### src/rtl/fifo_rd_pkg.sv
// Shared types and constants for the asynchronous FIFO read-side streamer.
package fifo_rd_pkg;

    typedef enum logic [1:0] {
        IDLE = 2'd0,
        RUN  = 2'd1,
        STOP = 2'd2
    } state_t;

    localparam int SKID_DEPTH_MIN = 2;
    localparam int SKID_DEPTH_MAX = 8;

endpackage

### src/rtl/fifo_skid_buf.sv
// Small circular skid buffer: one push and one pop per cycle, head shown combinationally.
module fifo_skid_buf #(
    parameter int DATA_WIDTH = 8,
    parameter int SKID_DEPTH = 3
) (
    input  logic                               clk,
    input  logic                               rst,
    input  logic                               push,
    input  logic [DATA_WIDTH-1:0]              push_data,
    input  logic                               pop,
    output logic [$clog2(SKID_DEPTH+1)-1:0]    cnt,
    output logic [DATA_WIDTH-1:0]              head
);

    localparam int PW = $clog2(SKID_DEPTH);
    localparam int CW = $clog2(SKID_DEPTH + 1);

    logic [DATA_WIDTH-1:0] mem_q [SKID_DEPTH];
    logic [PW-1:0]         wr_ptr_q;
    logic [PW-1:0]         rd_ptr_q;
    logic [CW-1:0]         cnt_q;

    // Pointers wrap at SKID_DEPTH, which need not be a power of two.
    function automatic logic [PW-1:0] ptr_inc(input logic [PW-1:0] p);
        return (p == PW'(SKID_DEPTH - 1)) ? '0 : p + PW'(1);
    endfunction

    always_ff @(posedge clk) begin
        if (rst) begin
            for (int i = 0; i < SKID_DEPTH; i++) mem_q[i] <= '0;
            wr_ptr_q <= '0;
            rd_ptr_q <= '0;
            cnt_q    <= '0;
        end else begin
            if (push) begin
                mem_q[wr_ptr_q] <= push_data;
                wr_ptr_q        <= ptr_inc(wr_ptr_q);
            end
            if (pop) rd_ptr_q <= ptr_inc(rd_ptr_q);
            if (push && !pop) cnt_q <= cnt_q + CW'(1);
            else if (!push && pop) cnt_q <= cnt_q - CW'(1);
        end
    end

    // The upstream issue rule reserves space for every returning word.
    always_ff @(posedge clk) begin
        if (!rst) begin
            assert (!(push && !pop && cnt_q == CW'(SKID_DEPTH)));
            assert (!(pop && cnt_q == '0));
        end
    end

    assign cnt  = cnt_q;
    assign head = mem_q[rd_ptr_q];

endmodule

### src/rtl/fifo_read_streamer.sv
// Read-domain engine: pulls words from the async FIFO and re-presents them on a
// valid/ready stream (m_valid && m_ready = transfer; m_data held while stalled).
module fifo_read_streamer
    import fifo_rd_pkg::*;
#(
    parameter int DATA_WIDTH = 8,
    parameter int SKID_DEPTH = 3,
    parameter int CNT_WIDTH  = 16
) (
    input  logic                  rclk,
    input  logic                  rrst,
    input  logic                  enable,
    input  logic                  empty,
    input  logic [DATA_WIDTH-1:0] fifo_rdata,
    output logic                  r_en,
    output logic                  m_valid,
    output logic [DATA_WIDTH-1:0] m_data,
    input  logic                  m_ready,
    output logic [CNT_WIDTH-1:0]  word_cnt,
    output logic                  busy,
    output state_t                state_dbg
);

    localparam int CW = $clog2(SKID_DEPTH + 1);

    if (SKID_DEPTH < SKID_DEPTH_MIN || SKID_DEPTH > SKID_DEPTH_MAX) begin : g_bad_depth
        $error("fifo_read_streamer: SKID_DEPTH out of range");
    end

    state_t               state_q, state_d;
    logic                 pend_q;
    logic [CNT_WIDTH-1:0] word_cnt_q;
    logic [CW-1:0]        skid_cnt;
    logic [CW:0]          occupancy;
    logic                 handshake;

    // Words already in the skid plus the one returning this cycle; m_ready is
    // deliberately absent so there is no ready -> r_en path.
    assign occupancy = {1'b0, skid_cnt} + {{CW{1'b0}}, pend_q};
    assign r_en      = !rrst && (state_q == RUN) && !empty
                       && (occupancy < (CW+1)'(SKID_DEPTH));
    assign m_valid   = (skid_cnt != '0);
    assign handshake = m_valid && m_ready;

    fifo_skid_buf #(
        .DATA_WIDTH (DATA_WIDTH),
        .SKID_DEPTH (SKID_DEPTH)
    ) u_skid (
        .clk       (rclk),
        .rst       (rrst),
        .push      (pend_q),
        .push_data (fifo_rdata),
        .pop       (handshake),
        .cnt       (skid_cnt),
        .head      (m_data)
    );

    always_comb begin
        state_d = state_q;
        case (state_q)
            IDLE:    if (enable) state_d = RUN;
            RUN:     if (!enable) state_d = STOP;
            STOP: begin
                if (!pend_q)     state_d = IDLE;
                else if (enable) state_d = RUN;
            end
            default: state_d = IDLE;
        endcase
    end

    always_ff @(posedge rclk) begin
        if (rrst) begin
            state_q    <= IDLE;
            pend_q     <= 1'b0;
            word_cnt_q <= '0;
        end else begin
            state_q <= state_d;
            pend_q  <= r_en;
            if (handshake) word_cnt_q <= word_cnt_q + CNT_WIDTH'(1);
        end
    end

    assign word_cnt  = word_cnt_q;
    assign busy      = (state_q != IDLE) || m_valid;
    assign state_dbg = state_q;

endmodule

### config.mk
export PLATFORM = sky130hd
export DESIGN_NAME = fifo_read_streamer
export DESIGN_NICKNAME = d
export VERILOG_FILES = /design/src/rtl/fifo_rd_pkg.sv /design/src/rtl/fifo_skid_buf.sv /design/src/rtl/fifo_read_streamer.sv
export SDC_FILE = /design/constraint.sdc
export NUM_CORES = 1
export LEC_CHECK = 0
export BUFFER_PORTS_ARGS = -buffer_cell sky130_fd_sc_hd__clkbuf_2
export CELL_PAD_IN_SITES_DETAIL_PLACEMENT = 1
export CELL_PAD_IN_SITES_GLOBAL_PLACEMENT = 1
export CORE_ASPECT_RATIO = 0.9
export CORE_MARGIN = 2
export CORE_UTILIZATION = 44
export CTS_CLUSTER_SIZE = 30
export DETAILED_ROUTE_END_ITERATION = 16
export PLACE_DENSITY_LB_ADDON = 0.1
export SETUP_SLACK_MARGIN = 0.15
export SLEW_MARGIN = 20
export SYNTH_ARGS = -nofsm -noshare
export SYNTH_HDL_FRONTEND = slang
export SYNTH_SLANG_ARGS = --single-unit
export TNS_END_PERCENT = 30
### constraint.sdc
create_clock -name rclk -period 2.4 [get_ports rclk]
set_input_delay 0.12 -clock rclk [delete_from_list [all_inputs] [get_ports rclk]]
set_output_delay 0.12 -clock rclk [all_outputs]
set_load 0.02 [all_outputs]
==> results.toml <==
[status]
status = "finished, final reports clean"

[logic_synthesis]
syn_area_per_cell_um2 = 12.2
syn-num-nets = 224
ys.flop_type = "edfxtp_1"
netlist_area_um2 = 2530
postSynthCellCount = 207
synth_area_leader_cell = "edfxtp_1"
synth.most_common_cell = "edfxtp_1"
seq_area_frac_synth = 0.592
synth_edf_count = 32
ys_async_sr_fraction = 0
synth_top_area_frac = 0.379
netlist_top_cells_count = "32 x edfxtp_1, 27 x dfxtp_1, 21 x nor2_1"
synth.area.top_cells = "edfxtp_1 38%, dfxtp_1 21%, mux4_2 7.1%"
synth_cell_types = 34
synth_seq_cells = 59
yosys_warnings = 0

[floorplan]
fp.dieW_um = 84.0
coreArea_um2 = 5630
initial_core_util = 0.450
dieHeight_um = 76.0
std_cell_rows = 26
die_area_um2 = 6390
ios = 42

[clock_network]
path_clk_slew_ns = 0.06
ctsResizeCount = 0
cts_tree = "done"
htreeDepth = 3
clock_sinks = 59
cts_max_path_buffers = 2
clk-insertion-delay-late_ns = 0.34
cts_buffers = 9
postCtsSetupBuffers = 0
cts_hold_buf = 7
cts_root_buf = "clkbuf_8"

[placed_design]
gp_congestion = 0.712
dp_cells = 316
hpwlAfterDp_um = 3830
numPortBuffers = 41

[global_routing]
grt_overflow = 0
track_usage = 0.187
grt_pass1_vias = 1811
grt_pass1_wl_um = 8970
grt_max_degree = 31
grt_antenna_before_repair = 0

[power]
power_switching_uw = 591
p_comb_frac = 0.142
p_per_area_nw_per_um2 = 726
p_seq_frac = 0.524
power.internal_uw = 1640
p_clk_frac = 0.334
total_power_uw = 2230
sw_frac_of_total = 0.265
peakVddDrop_mv = 0.400
p_leak_uw = 0.00124

[timing]
max_freq_ghz = 0.528
hold_ws_ns = 0.0212
hold_violations = 0
tns_ns = 0
relSlewSlack = 0.608
setup_viol = 0
clock_skew_ns = 0.00696
post-route-period-util = 0.789
min_period_ns = 1.89
finalMaxSlewViolations = 0
worst_slew_pin_slew_ns = 0.588
rsz0062_at_grt = "false"

[drt]
num_vias = 1757
wirelength_um = 5500
first_iter_violations = 45
ant_nets = 0
vias_per_cell = 5.18
drc_errors = 0
drt-pass1-iter-count = 4
post_drt_wl_per_cell_um = 16.2

[worst_setup_path]
crit_chain = "mux4_2 -> clkbuf_2"
critPathKind = "reg -> out"
worstSetupStartpointType = "flop"
crit_fanout = 8
crit_slowest_cell = "dfxtp_1"
r2r_start = "word_cnt[3]$_SDFFE_PP0P_"
worstPathArrival_ns = 1.77
cp-end-kind = "primary output"
critPathMaxStageDelay_ns = 0.69
required_ns = 2.28

[final_layout]
fin_nets = 281
drive_above_1_share = 0.283
regArea_um2 = 1500
multi_input_area_um2 = 992
area_growth_pct = 21.3
n_fill_cell = 617
insertedDiodeCount = 0
fin_cells = 339

[worst_hold_path]
min_from = "fifo_rdata[6]"
min_path_type = "in -> reg"

[flow_run]
maxCapViolations = 0
[critical path, delay by kind of cell, from the launching register on]
kind / cells / cell delay [ns]
buffers and inverters: 1 / 0.17
multiplexers: 1 / 0.58
flip-flops: 1 / 0.69
[power groups by stage]
stage          logic (uW)  registers (uW)  clock network, uW
6_report              316            1170                746
5_1_grt               346            1180                816
4_1_cts               320            1170                771
3_5_place_dp          310            1190                  0
3_3_place_gp          305            1190                  0
2_1_floorplan         225            1170                  0
[registers in the layout, summed over array words and instances, names as in the netlist, named ones only]
name             flops
word_cnt            16
u_skid.wr_ptr_q      2
u_skid.cnt           2
u_skid.mem_q        32
state_dbg            2
u_skid.rd_ptr_q      2
pend_q               1
[layout make-up]
type                       count  area share
timing repair buffer          54       0.104
multi-input combinational    137       0.323
inverter                       3     0.00366
tap                           70      0.0285
clock buffer                  12      0.0472
sequential                    59       0.488
clock inverter                 4     0.00529
[cell usage in the layout (no fill, tap or decap), drive strengths merged, types with 5 or more instances in the layout]
cell type    count
a21oi            6
and2            16
and3             9
buf              6
clkbuf          53
dfxtp           27
dlygate4sd3      7
edfxtp          32
mux4             8
nand2           12
nor2            21
nor2b            6
nor3             6
nor4             5
or2              5
xnor2            7
xor2             7
[cell families after synthesis]
logic type,count (synthesis),synth area share
flip-flops,59,0.592
AO/OA/AOI/OAI,13,0.0316
AND/OR/NAND/NOR,94,0.204
buffers and inverters,11,0.0163
adder cells (fa/ha/maj),4,0.0197
multiplexers,12,0.0879
XOR/XNOR,14,0.0484
[stage by stage]
step / utilization / setup slack, ns / instance area, um^2
final: 0.546 / 0.507 / 3070
after global routing: 0.546 / 0.387 / 3070
after CTS: 0.546 / 0.415 / 3070
after detailed placement: 0.505 / 0.534 / 2840
after global placement: 0.505 / 0.584 / 2840
after floorplan: - / 0.500 / 2530
[final timing paths]
| path | end | slack, ns | cells past startpoint |
|---|---|---|---|
| min reg2reg | word_cnt[15]$_SDFFE_PP0P_ | 0.50 | 2 |
| min | u_skid.mem_q[3][6]$_DFFE_PP_ | 0.02 | 1 |
| max reg2reg | word_cnt[15]$_SDFFE_PP0P_ | 0.53 | 4 |
| max | m_data[7] | 0.51 | 2 |
[metal layers]
layer | up-vias | GRT usage | wire length, um
met5 | - | 0 | 0
met4 | 0 | 0.0532 | 61
met3 | 6 | 0.0715 | 278
met2 | 38 | 0.309 | 2670
met1 | 855 | 0.230 | 2490
li1 | 858 | - | -
Note: power is estimated with default switching activity, not from simulation.
